## config.mk

```make
export PLATFORM = sky130hd
export DESIGN_NAME = pc_sequencer_flat
export DESIGN_NICKNAME = d
export VERILOG_FILES = /design/src/rtl/pc_sequencer_pkg.sv /design/src/rtl/pc_sequencer_if.sv /design/src/rtl/pc_sequencer_irq_sync.sv /design/src/rtl/pc_sequencer.sv /design/src/flat_wrapper.sv
export SDC_FILE = /design/constraint.sdc
export NUM_CORES = 1
export LEC_CHECK = 0
export BUFFER_PORTS_ARGS = -buffer_cell sky130_fd_sc_hd__buf_2
export CORE_AREA = 2 2 39 41
export DETAILED_ROUTE_END_ITERATION = 6
export DIE_AREA = 0 0 41 43
export PLACE_DENSITY_LB_ADDON = 0.12
export SLEW_MARGIN = 20
export SYNTH_ARGS = -nofsm -noshare
export SYNTH_HDL_FRONTEND = slang
export SYNTH_SLANG_ARGS = --single-unit
```

## constraint.sdc

```tcl
create_clock -name clk -period 1.3 [get_ports clk]
set_clock_uncertainty 0.05 [all_clocks]
set_input_delay 0.195 -clock clk [delete_from_list [all_inputs] [get_ports clk]]
set_output_delay 0.195 -clock clk [all_outputs]
set_load 0.02 [all_outputs]
```

## src/rtl/pc_sequencer_pkg.sv

```systemverilog
// rtl/pc_sequencer_pkg.sv - PC next-source encodings, exception causes and FSM states
package pc_seq_pkg;

  typedef enum logic [2:0] {
    PCS_SEQ    = 3'd0,
    PCS_BRANCH = 3'd1,
    PCS_JUMP   = 3'd2,
    PCS_REG    = 3'd3,
    PCS_ILLOP  = 3'd4,
    PCS_XADR   = 3'd5
  } pc_src_t;

  typedef enum logic [1:0] {
    EXC_NONE  = 2'b00,
    EXC_IRQ   = 2'b01,
    EXC_ILLOP = 2'b10
  } exc_cause_t;

  typedef enum logic {
    ST_RUN   = 1'b0,
    ST_FLUSH = 1'b1
  } seq_state_t;

endpackage

```

## src/rtl/pc_sequencer_if.sv

```systemverilog
// rtl/pc_sequencer_if.sv - decode/control flags in, PC select and pipeline control out
interface pc_sequencer_if;

  logic       irq;
  logic       illop;
  logic       branch_taken;
  logic       jump;
  logic       jump_reg;
  logic       pc_kernel;
  logic [2:0] pc_src;
  logic       flush;
  logic       epc_we;
  logic       irq_ack;
  logic [1:0] exc_cause;

  modport master (
    output irq, illop, branch_taken, jump, jump_reg, pc_kernel,
    input  pc_src, flush, epc_we, irq_ack, exc_cause
  );

  modport slave (
    input  irq, illop, branch_taken, jump, jump_reg, pc_kernel,
    output pc_src, flush, epc_we, irq_ack, exc_cause
  );

endinterface

```

## src/rtl/pc_sequencer_irq_sync.sv

```systemverilog
// rtl/pc_sequencer_irq_sync.sv - 2-flop irq synchronizer with armed rising-edge pulse
module irq_sync (
  input  logic clk,
  input  logic reset,
  input  logic irq,
  output logic irq_edge
);

  logic       sync1;
  logic       sync2;
  logic       hist;
  logic       armed;
  logic [1:0] fill;

  // fill[1] marks sync2 as holding a real sample rather than its reset value;
  // an edge only counts once a genuine synchronized low has been seen.
  always_ff @(posedge clk or negedge reset) begin
    if (!reset) begin
      sync1 <= 1'b0;
      sync2 <= 1'b0;
      hist  <= 1'b0;
      armed <= 1'b0;
      fill  <= 2'b00;
    end else begin
      sync1 <= irq;
      sync2 <= sync1;
      hist  <= sync2;
      fill  <= {fill[0], 1'b1};
      if (fill[1] && !sync2)
        armed <= 1'b1;
    end
  end

  assign irq_edge = armed & sync2 & ~hist;

endmodule

```

## src/rtl/pc_sequencer.sv

```systemverilog
// rtl/pc_sequencer.sv - PC source selection, exception entry and IF/ID flush control
module pc_sequencer
  import pc_seq_pkg::*;
(
  input  logic           clk,
  input  logic           reset,
  pc_sequencer_if.slave  bus
);

  seq_state_t state;
  seq_state_t state_nxt;
  exc_cause_t exc_q;
  logic       irq_edge;
  logic       irq_pending;
  logic       take_illop;
  logic       take_irq;
  logic [2:0] pc_src_c;
  logic       flush_c;
  logic       epc_we_c;
  logic       irq_ack_c;

  irq_sync u_irq_sync (
    .clk      (clk),
    .reset    (reset),
    .irq      (bus.irq),
    .irq_edge (irq_edge)
  );

  // Events are only honoured in RUN; in FLUSH they belong to a killed instruction.
  always_comb begin
    take_illop = (state == ST_RUN) && bus.illop;
    take_irq   = (state == ST_RUN) && !bus.illop && irq_pending && !bus.pc_kernel;
  end

  always_ff @(posedge clk or negedge reset) begin
    if (!reset)
      state <= ST_RUN;
    else
      state <= state_nxt;
  end

  always_comb begin
    state_nxt = ST_RUN;
    if (state == ST_RUN && (take_illop || take_irq))
      state_nxt = ST_FLUSH;
  end

  always_comb begin
    pc_src_c  = PCS_SEQ;
    flush_c   = 1'b0;
    epc_we_c  = 1'b0;
    irq_ack_c = 1'b0;
    if (reset) begin
      case (state)
        ST_RUN: begin
          if (take_illop) begin
            pc_src_c = PCS_ILLOP;
            epc_we_c = 1'b1;
            flush_c  = 1'b1;
          end else if (take_irq) begin
            pc_src_c  = PCS_XADR;
            epc_we_c  = 1'b1;
            flush_c   = 1'b1;
            irq_ack_c = 1'b1;
          end else if (bus.branch_taken) begin
            pc_src_c = PCS_BRANCH;
            flush_c  = 1'b1;
          end else if (bus.jump) begin
            pc_src_c = PCS_JUMP;
            flush_c  = 1'b1;
          end else if (bus.jump_reg) begin
            pc_src_c = PCS_REG;
            flush_c  = 1'b1;
          end
        end
        ST_FLUSH: begin
          flush_c = 1'b1;
        end
        default: begin
          pc_src_c = PCS_SEQ;
        end
      endcase
    end
  end

  // Clearing on acknowledge wins over a coincident edge, so that edge is absorbed.
  always_ff @(posedge clk or negedge reset) begin
    if (!reset)
      irq_pending <= 1'b0;
    else if (irq_ack_c)
      irq_pending <= 1'b0;
    else if (irq_edge)
      irq_pending <= 1'b1;
  end

  always_ff @(posedge clk or negedge reset) begin
    if (!reset)
      exc_q <= EXC_NONE;
    else if (take_illop)
      exc_q <= EXC_ILLOP;
    else if (take_irq)
      exc_q <= EXC_IRQ;
  end

  assign bus.pc_src    = pc_src_c;
  assign bus.flush     = flush_c;
  assign bus.epc_we    = epc_we_c;
  assign bus.irq_ack   = irq_ack_c;
  assign bus.exc_cause = exc_q;

endmodule

```

## src/flat_wrapper.sv

```systemverilog
// flat-port wrapper written by rule: the top's interface ports become plain ports
module pc_sequencer_flat import pc_seq_pkg::*;
  (clk, reset, bus_irq, bus_illop, bus_branch_taken, bus_jump, bus_jump_reg, bus_pc_kernel, bus_pc_src, bus_flush, bus_epc_we, bus_irq_ack, bus_exc_cause);
  pc_sequencer_if bus_i ();
  input  logic clk;
  input  logic reset;
  input wire logic [$bits(bus_i.irq)-1:0] bus_irq;
  input wire logic [$bits(bus_i.illop)-1:0] bus_illop;
  input wire logic [$bits(bus_i.branch_taken)-1:0] bus_branch_taken;
  input wire logic [$bits(bus_i.jump)-1:0] bus_jump;
  input wire logic [$bits(bus_i.jump_reg)-1:0] bus_jump_reg;
  input wire logic [$bits(bus_i.pc_kernel)-1:0] bus_pc_kernel;
  output wire logic [$bits(bus_i.pc_src)-1:0] bus_pc_src;
  output wire logic [$bits(bus_i.flush)-1:0] bus_flush;
  output wire logic [$bits(bus_i.epc_we)-1:0] bus_epc_we;
  output wire logic [$bits(bus_i.irq_ack)-1:0] bus_irq_ack;
  output wire logic [$bits(bus_i.exc_cause)-1:0] bus_exc_cause;
  assign bus_i.irq = bus_irq;
  assign bus_i.illop = bus_illop;
  assign bus_i.branch_taken = bus_branch_taken;
  assign bus_i.jump = bus_jump;
  assign bus_i.jump_reg = bus_jump_reg;
  assign bus_i.pc_kernel = bus_pc_kernel;
  assign bus_pc_src = bus_i.pc_src;
  assign bus_flush = bus_i.flush;
  assign bus_epc_we = bus_i.epc_we;
  assign bus_irq_ack = bus_i.irq_ack;
  assign bus_exc_cause = bus_i.exc_cause;
  pc_sequencer u_core (.clk(clk), .reset(reset), .bus(bus_i));
endmodule
```

==> results of run 1 <==
-- critical path: cells and delay by family (launching register included) --
kind | cells | cell delay (ns)
buffers and inverters | 1 | 0.13
flip-flops | 1 | 0.38
AND/OR/NAND/NOR | 2 | 0.49
-- stage by stage --
stage	hold WS (ns)	setup slack, ns	cell area (µm²)
after floorplan	-0.151	0.0238	412
after global placement	-0.0311	0.0204	529
after detailed placement	-0.0285	0.00606	529
after CTS	-0.314	-0.231	638
after global routing	0.219	-0.279	661
final	0.178	-0.218	661
-- timing repair --
item,in CTS,in global routing
cloned,0,0
hold buffers,3,1
gates resized for setup,12,4
hold endpoints to repair,11,1
setup endpoints to repair,6,6
pin swaps,1,3
-- layout by cell type (no fill, tap or decap), types with 2 or more instances in the layout --
| cell type | netlist | routed |
|---|---|---|
| nor2_1 | 5 | 4 |
| buf_4 | 0 | 6 |
| nand2b_1 | 2 | 2 |
| dlygate4sd3_1 | 0 | 4 |
| and2_1 | 2 | 2 |
| buf_6 | 0 | 3 |
| inv_1 | 3 | 3 |
| buf_2 | 0 | 9 |
| dfrtp_1 | 10 | 10 |
| clkbuf_4 | 0 | 3 |
| nand2_1 | 3 | 2 |
-- registers in the layout, indices dropped and copies added (netlist names) --
signal                   cells
u_core.u_irq_sync.armed      1
u_core.u_irq_sync.fill       2
u_core.bus.exc_cause         2
u_core.u_irq_sync.sync1      1
u_core.u_irq_sync.hist       1
u_core.u_irq_sync.sync2      1
u_core.irq_pending           1
u_core.state                 1
-- routing by layer --
layer  up-vias  track usage
li1        171            -
met1       149        0.142
met2        11        0.138
met3         2       0.0314
met4         0        0.100
met5         -            0
-- layout make-up --
| type | instances | area (µm²) |
|---|---|---|
| well taps | 16 | 20.0 |
| multi-input cells | 24 | 179 |
| clock buffers | 4 | 36.3 |
| flip-flops and latches | 10 | 250 |
| inverters | 3 | 11.3 |
| repair buffers | 22 | 164 |
| fillers | 146 | 723 |
-- how the worst max path moves through the flow --
stage                      start       endpoint  cells past startpoint
global route        u_core.state     bus_epc_we                      4
global placement    u_core.state  bus_pc_src[1]                      3
detailed placement  u_core.state  bus_pc_src[1]                      3
CTS                 u_core.state  bus_pc_src[1]                      3
finish              u_core.state  bus_pc_src[1]                      3
floorplan           u_core.state  bus_pc_src[1]                      2
-- power by group through the flow --
stage	Clock [mW]	Sequential, mW	Combinational (mW)
floorplan	0	0.394	0.0880
global placement	0	0.370	0.187
detailed placement	0	0.371	0.185
CTS	0.285	0.365	0.221
global route	0.304	0.369	0.251
finish	0.275	0.364	0.228
-- logic make-up (layout without fill, tap and decap cells) --
family	count (synthesis)	count (layout)	share of synthesized area
DFF	10	10	0.617
AOI/OAI and AO/OA	7	7	0.120
and+or+nand+nor	16	16	0.225
other	1	1	0.00925
buffers and inverters	3	29	0.0278
==> qor.yml, run 1 <==
outcome:
  status: "finished, violations left"
  failed_checks: "negative setup slack"
timing:
  finalHoldViolations: 0
  setup-tns-final_ns: -1.12
  slew_viol_final: 0
  worst_slack_ns: -0.218
  rsz0062_at_grt: "yes"
  fin_crit_ns: 1.52
  setup_violations: 6
  finalCritPeriodShare: 1.17
  clock.fmax_mhz: 659
cells_and_area:
  diodes: 0
  final_util: 0.477
  final_nets: 72
  final_cells: 79
  drive_gt1_frac: 0.476
  areaGrowthSynthToFinish_pct: 63.0
drt:
  totalWireLength_um: 769
  top_layer: "met4"
  ant_nets: 0
  wl_met2_um: 360
  drt-initial-drc-count: 3
  drc: 0
  vias: 333
  viasPerCell: 4.22
  wl_met1_um: 352
  wl_met3_um: 47
  wl_per_cell_um: 9.73
  dr.pass1.iters: 2
setup_path:
  worstPathCellList: "or3_4, nor3_4, buf_6"
  crit_fanout: 2
  max_stage_delay_ns: 0.38
  critical_path_class: "register to primary output"
  worstSetupEndpointType: "primary output"
  rr_endpoint: "u_core.irq_pending"
  r2r-start: "u_core.state"
  reg2reg_slack_ns: 0.23
  worstPathRequired_ns: 1.05
  critPathLaunchType: "register"
  crit_slowest_cell: "dfrtp_1"
  worstPathArrival_ns: 1.27
  rr_worst_depth: 4
job:
  max-cap-violations: 0
power:
  p_clk_frac: 0.317
  p_comb_frac: 0.263
  sw_frac_of_total: 0.284
  p_int_uw: 621
  ir_worst_vdd_mv: 0.664
  p_total_uw: 867
  power.leakage_nw: 0.317
  switchingPower_uw: 246
  p_per_area_mw_per_mm2: 1310
  power.share.sequential: 0.420
cts:
  cts_max_path_buffers: 2
  cts.sinks: 10
  clk_pin_slew_worst_paths_ns: 0.07
  clk_latency_ns: 0.26
  cts_tree: "yes"
  post_cts_buffers: 0
  cts_buffers: 3
  htreeDepth: 1
  clockRootBuffer: "clkbuf_4"
floorplanning:
  die-area_mm2: 0.00176
  dieHeight_um: 43
  initial_utilization: 0.293
  core_area_mm2: 0.00138
  rows: 14
  ioPinCount: 16
  die_w_um: 41
logic_synthesis:
  ys_types: 18
  synthCells: 37
  synth_edf_count: 0
  yosys-top-cells-count: "dfrtp_1, nor2_1, inv_1, nand2_1"
  synth_top_area_share: 0.617
  synth.avg_cell_area_um2: 11.0
  async_flop_share: 1.00
  synth-main-ff-cell: "dfrtp_1"
  synth_area_leaders: "dfrtp_1, nor2_1, nand2b_4, and2_1, nand2b_1"
  yosysSeqAreaShare: 0.617
  yosys.area.top_type: "dfrtp_1"
  netlist_area_um2: 405
  ys_warn_count: 0
  synth_nets: 45
  yosysMostFrequentCell: "dfrtp_1"
  synth-seq-cells: 10
global_routing:
  antenna_found_initial: 0
  grt_usage: 0.109
  first_global_vias: 308
  grt_pass1_wl_um: 1210
  grt_max_degree: 8
  gr-total-overflow: 0
min_path:
  holdCritStartpoint: "bus_illop"
  whs_endpoint: "u_core.bus.exc_cause[1]"
  hp-class: "input port to register"
  hold_depth: 3
placed_design:
  port_buffers: 15
  post-dp-hpwl_um: 542
  post-place-cells: 71
  gp_congestion: 0.611
Note: power is estimated with default switching activity, not from simulation.
==> run 2: changes to the inputs <==
- PLACE_DENSITY: unset -> 0.53
- PLACE_DENSITY_LB_ADDON: 0.12 -> unset
==> run 2 against run 1 <==
Effect of this change:
- the flow finishes with violations (negative hold slack, negative setup slack)
- maximum frequency down 1.3%
- final area up 2.8%
- first-iteration DRC count increased by 67%
- combinational power up 11%
- die area unchanged
- clock-buffer cell count stayed put
- global-route usage about the same
==> qor.yml, run 2 (synthesis results as in run 1) <==
floorplanning:
  die_w_um: 41  # unchanged
  dieHeight_um: 43  # unchanged
  die-area_mm2: 0.00176  # unchanged
  initial_utilization: 0.293  # unchanged
  core_area_mm2: 0.00138  # unchanged
  rows: 14  # unchanged
  ioPinCount: 16  # unchanged
drt:
  dr.pass1.iters: 4  # +2
  drc: 0  # unchanged
  drt-initial-drc-count: 5  # +2
  wl_per_cell_um: 10.0  # +2.7%
  totalWireLength_um: 800  # +4.0%
  viasPerCell: 4.10  # -2.7%
  ant_nets: 0  # unchanged
  vias: 328  # -1.5%
power:
  power.leakage_nw: 0.329  # +3.9%
  p_total_uw: 888  # +2.4%
  p_int_uw: 636  # +2.4%
  switchingPower_uw: 253  # +2.5%
  ir_worst_vdd_mv: 0.693  # +4.3%
  p_clk_frac: 0.308  # -0.009
  p_per_area_mw_per_mm2: 1310  # -0.40%
  sw_frac_of_total: 0.284  # about the same
  p_comb_frac: 0.283  # +0.020
  power.share.sequential: 0.409  # -0.011
global_routing:
  grt_usage: 0.109  # -0.000354
  first_global_vias: 311  # +0.97%
  grt_pass1_wl_um: 1290  # +6.9%
  gr-total-overflow: 0  # unchanged
  antenna_found_initial: 0  # unchanged
  grt_max_degree: 7  # -1
timing:
  slew_viol_final: 0  # unchanged
  finalCritPeriodShare: 1.18  # +0.0152
  fin_crit_ns: 1.54  # +0.0198 ns
  worst_slack_ns: -0.238  # -0.0198 ns
  rsz0062_at_grt: "yes"
  clock.fmax_mhz: 650  # -1.3%
  finalHoldViolations: 1  # +1
  hold_ws_ns: -0.318  # -0.496 ns
  setup_violations: 6  # unchanged
cells_and_area:
  layout_commonest_cell: "dfrtp_1"
  final_nets: 73  # +1.4%
  drive_gt1_frac: 0.531  # +0.0551
  final_util: 0.491  # +0.0136
  nFillCells: 130  # -11%
  diodes: 0  # unchanged
  areaGrowthSynthToFinish_pct: 67.6
  layout_common_cells: "dfrtp_1, buf_2, buf_4"
setup_path:
  crit_fanout: 2  # unchanged
  worstPathArrival_ns: 1.29  # +0.02 ns
  crit_family: "simple AND/OR/NAND/NOR gates"
  worstPathCellList: "or3_4, nor3_4, buf_6"
  crit_slowest_cell: "or3_4"
  worstSetupEndpointType: "primary output"
  critPathLaunchType: "register"
  critical_path_class: "register to primary output"
  worstPathRequired_ns: 1.05  # about the same
  worstPathBufferInverterCount: 1  # unchanged
  max_stage_delay_ns: 0.40  # +0.02 ns
cts:
  cts_hold_buf: 3  # unchanged
  cts_buffers: 3  # unchanged
  htreeDepth: 1  # unchanged
  clockRootBuffer: "clkbuf_4"
  cts.sinks: 10  # unchanged
  cts_max_path_buffers: 2  # unchanged
  clk_pin_slew_worst_paths_ns: 0.07  # about the same
  clk_latency_ns: 0.25  # about the same
  cts_tree: "yes"
job:
  max-cap-violations: 0  # unchanged
outcome:
  status: "finished, violations left"
  failed_checks: "negative hold slack, negative setup slack"
placed_design:
  post-dp-hpwl_um: 545  # +0.59%
  gp_congestion: 0.675  # +11%
  port_buffers: 15  # unchanged
min_path:
  hp-class: "input port to asynchronous set/reset pin"
[run 2: power by group through the flow]
stage / registers (mW) / logic, mW / clock network [mW]
6_report: 0.363 / 0.252 / 0.273
3_5_place_dp: 0.369 / 0.187 / 0
5_1_grt: 0.368 / 0.271 / 0.296
2_1_floorplan: 0.394 / 0.0880 / 0
4_1_cts: 0.364 / 0.235 / 0.282
3_3_place_gp: 0.369 / 0.187 / 0
[run 2: metrics by stage]
step	worst slack [ns]	setup TNS, ns	std cells	instance area [µm²]
after floorplan	0.0238	0	37	412
after global placement	0.0205	0	71	529
after detailed placement	0.0132	0	71	529
after CTS	-0.239	-1.12	79	653
after global routing	-0.297	-1.54	80	679
final	-0.238	-1.12	80	679
[run 2: timing repair]
item	4_1_cts	5_1_grt
buffers inserted	1	1
gates resized for setup	14	5
endpoints found under the setup margin	6	6
gates cloned	0	0
hold endpoints to repair	11	1
pin swaps	4	1
[run 2: path summary, 6_finish.rpt]
check | cells past startpoint | from | slack (ns) | end
max | 3 | u_core.state | -0.24 | bus_pc_src[1]
min | 1 | reset | -0.32 | u_core.state
max reg2reg | 4 | u_core.state | 0.22 | u_core.irq_pending
min reg2reg | 0 | u_core.u_irq_sync.sync1 | 0.30 | u_core.u_irq_sync.sync2
max in group asynchronous | 3 | reset | 0.58 | u_core.u_irq_sync.sync2
min in group clk | 3 | bus_illop | 0.19 | u_core.bus.exc_cause[1]
[run 2: area by class of cell]
class                   instances  area, µm²  share of cell area
clock buffers                   4       36.3              0.0534
inverters                       3       11.3              0.0166
multi-input cells              24        193               0.284
flip-flops and latches         10        250               0.368
well taps                      16       20.0              0.0295
repair buffers                 23        169               0.249
[run 2: layer usage]
metal / wire length (µm) / share of wire / vias up / track usage
li1: - / - / 175 / -
met1: 361 / 0.45 / 145 / 0.156
met2: 395 / 0.49 / 8 / 0.153
met3: 43 / 0.054 / 0 / 0.0314
met4: 0 / 0 / 0 / 0.0400
met5: 0 / 0 / - / 0
==> run 3: changes to the inputs <==
--- a/config.mk
+++ b/config.mk
@@ -8,6 +8,6 @@
 export BUFFER_PORTS_ARGS = -buffer_cell sky130_fd_sc_hd__buf_2
-export CORE_AREA = 2 2 39 41
+export CORE_MARGIN = 2
+export CORE_UTILIZATION = 25
 export DETAILED_ROUTE_END_ITERATION = 6
-export DIE_AREA = 0 0 41 43
-export PLACE_DENSITY = 0.53
+export PLACE_DENSITY = 0.46
 export SLEW_MARGIN = 20
--- a/constraint.sdc
+++ b/constraint.sdc
@@ -4,2 +4,2 @@
 set_output_delay 0.195 -clock clk [all_outputs]
-set_load 0.02 [all_outputs]
+set_load 0.1 [all_outputs]
==> run 3 against run 2 <==
Effect of this change:
- the run ends with negative setup slack left
- worst hold slack improved by 0.48 ns
- worst setup slack got worse by 0.13 ns
- clock power about the same
- clock-buffer cell count unchanged
- final cell count increased by 2.5%
- sequential power is 5% higher
- critical endpoint unchanged
==> qor.yml, run 3 (synthesis results as in run 1) <==
outcome:
  status: "finished, violations left"
  failed_checks: "negative setup slack"
cells_and_area:
  diodes: 0  # unchanged
  layout_common_cells: "dfrtp_1, buf_12, buf_2, buf_4, nor2_1"
  layout_commonest_cell: "dfrtp_1"
  drive_gt1_frac: 0.576  # +0.0445
  final_nets: 75  # +2.7%
  areaGrowthSynthToFinish_pct: 97.5
  final_cells: 82  # +2.5%
floorplanning:
  ioPinCount: 16  # unchanged
  die_w_um: 44.3  # +8.0%
  dieHeight_um: 44.3  # +3.0%
  initial_utilization: 0.269  # -0.0238
  die-area_mm2: 0.00196  # +11%
  rows: 14  # unchanged
  core_area_mm2: 0.00151  # +8.9%
global_routing:
  grt_usage: 0.110  # +0.00143
  first_global_vias: 376  # +21%
  grt_max_degree: 10  # +3
  antenna_found_initial: 0  # unchanged
  met1_usage: 0.114  # -0.0414
  grt_pass1_wl_um: 1540  # +19%
  use_met2: 0.188  # +0.0351
  use_met3: 0.0490  # +0.0176
  top_usage_layer: "met2"
  gr-total-overflow: 0  # unchanged
drt:
  viasPerCell: 4.24  # +3.5%
  drt-initial-drc-count: 0  # -5
  drc: 0  # unchanged
  wl_per_cell_um: 10.7  # +7.2%
  dr.pass1.iters: 1  # -3
  vias: 348  # +6.1%
  ant_nets: 0  # unchanged
  totalWireLength_um: 879  # +9.9%
power:
  p_clk_frac: 0.227  # -0.081
  switchingPower_uw: 464  # +84%
  ir_worst_vdd_mv: 0.811  # +17%
  sw_frac_of_total: 0.387  # +0.103
  p_int_uw: 735  # +16%
  p_per_area_mw_per_mm2: 1500  # +14%
  p_comb_frac: 0.455  # +0.172
  power.leakage_nw: 0.369  # +12%
  power.share.sequential: 0.318  # -0.091
setup_path:
  crit_slowest_cell: "dfrtp_1"
  worstPathArrival_ns: 1.42  # +0.13 ns
  worstSetupEndpointType: "primary output"
  max_stage_delay_ns: 0.41  # about the same
  worstPathRequired_ns: 1.05  # about the same
  worstPathCellList: "or3_4, nor3_4, buf_12"
  crit_fanout: 4  # +2
  critPathLaunchType: "register"
  critical_path_class: "register to primary output"
timing:
  worst_slack_ns: -0.366  # -0.128 ns
  finalHoldViolations: 0  # -1
  rsz0062_at_grt: "yes"
  clock.fmax_mhz: 600  # -7.7%
  slew_viol_final: 0  # unchanged
  setup_violations: 6  # unchanged
  finalCritPeriodShare: 1.28  # +0.0986
  fin_crit_ns: 1.67  # +0.128 ns
cts:
  htreeDepth: 1  # unchanged
  cts_max_path_buffers: 2  # unchanged
  cts_buffers: 3  # unchanged
  clk_pin_slew_worst_paths_ns: 0.06  # about the same
  clk_latency_ns: 0.26  # about the same
  cts.sinks: 10  # unchanged
  clockRootBuffer: "clkbuf_4"
  cts_tree: "yes"
job:
  max-cap-violations: 0  # unchanged
placed_design:
  port_buffers: 15  # unchanged
  gp_congestion: 0.636  # -5.8%
  post-place-cells: 73  # +2.8%
  preCtsSetupSlack_ns: -0.103  # -0.116 ns
  post-dp-hpwl_um: 658  # +21%
min_path:
  hp-class: "input port to register"
## run 3: changes by cell type in the layout (fill, tap and decap cells not counted)
cell     before  now
dfrtp_2       0    1
dfrtp_1      10    9
a31oi_2       1    0
buf_12        0    8
and2_4        1    2
a31oi_4       0    1
buf_2         9    7
buf_4         8    7
and2_1        1    0
buf_6         3    0
## run 3: layout make-up
cell class	count	area (µm²)
Tap cell	16	20.0
Fill cell	141	706
Inverter	3	11.3
Sequential cell	10	251
Clock buffer	4	36.3
Timing Repair Buffer	25	278
Multi-Input combinational cell	24	204
## run 3: power by group through the flow
| stage | logic (mW) | clock network (mW) | registers (mW) |
|---|---|---|---|
| 2_1_floorplan | 0.202 | 0 | 0.498 |
| 3_3_place_gp | 0.521 | 0 | 0.387 |
| 3_5_place_dp | 0.521 | 0 | 0.387 |
| 4_1_cts | 0.545 | 0.281 | 0.382 |
| 5_1_grt | 0.570 | 0.299 | 0.385 |
| 6_report | 0.545 | 0.273 | 0.381 |
## run 3: metal layers
layer  vias to the layer above  part of all wire
met4                         0                 0
met3                         0             0.086
met1                       161              0.40
met2                        13              0.52
met5                         -                 0
li1                        174                 -
## run 3: per-stage QoR
step / power [mW] / hold WS [ns] / cell area [µm²] / setup TNS [ns] / utilization
2_1_floorplan: 0.700 / -0.151 / 457 / -1.26 / -
3_3_place_gp: 0.908 / -0.0525 / 709 / -0.309 / 0.471
3_5_place_dp: 0.908 / -0.0509 / 709 / -0.339 / 0.471
4_1_cts: 1.21 / 0.161 / 793 / -1.74 / 0.527
5_1_grt: 1.25 / 0.181 / 801 / -2.01 / 0.532
6_report: 1.20 / 0.165 / 801 / -1.62 / 0.532
## run 3: critical path, delay by kind of cell (launching register included)
family / cells / cell delay, ns
flip-flops: 1 / 0.41
AND/OR/NAND/NOR: 2 / 0.55
buffers and inverters: 1 / 0.20
## run 3: worst paths after layout
kind	slack, ns	start	cells after the start	end
max	-0.37	u_core.state	3	bus_pc_src[1]
min reg2reg	0.31	u_core.u_irq_sync.sync1	0	u_core.u_irq_sync.sync2
max in group asynchronous	0.40	reset	3	u_core.bus.exc_cause[1]
max reg2reg	0.20	u_core.state	4	u_core.bus.exc_cause[0]
min	0.17	bus_illop	3	u_core.bus.exc_cause[1]
min in group asynchronous	0.25	reset	2	u_core.state
## run 3: what timing repair did
action,4_1_cts,5_1_grt
hold buffers,3,0
resized for setup,3,0
pin swaps,1,0
setup endpoints to repair,6,6
buffers inserted,1,1
hold endpoints to repair,11,0
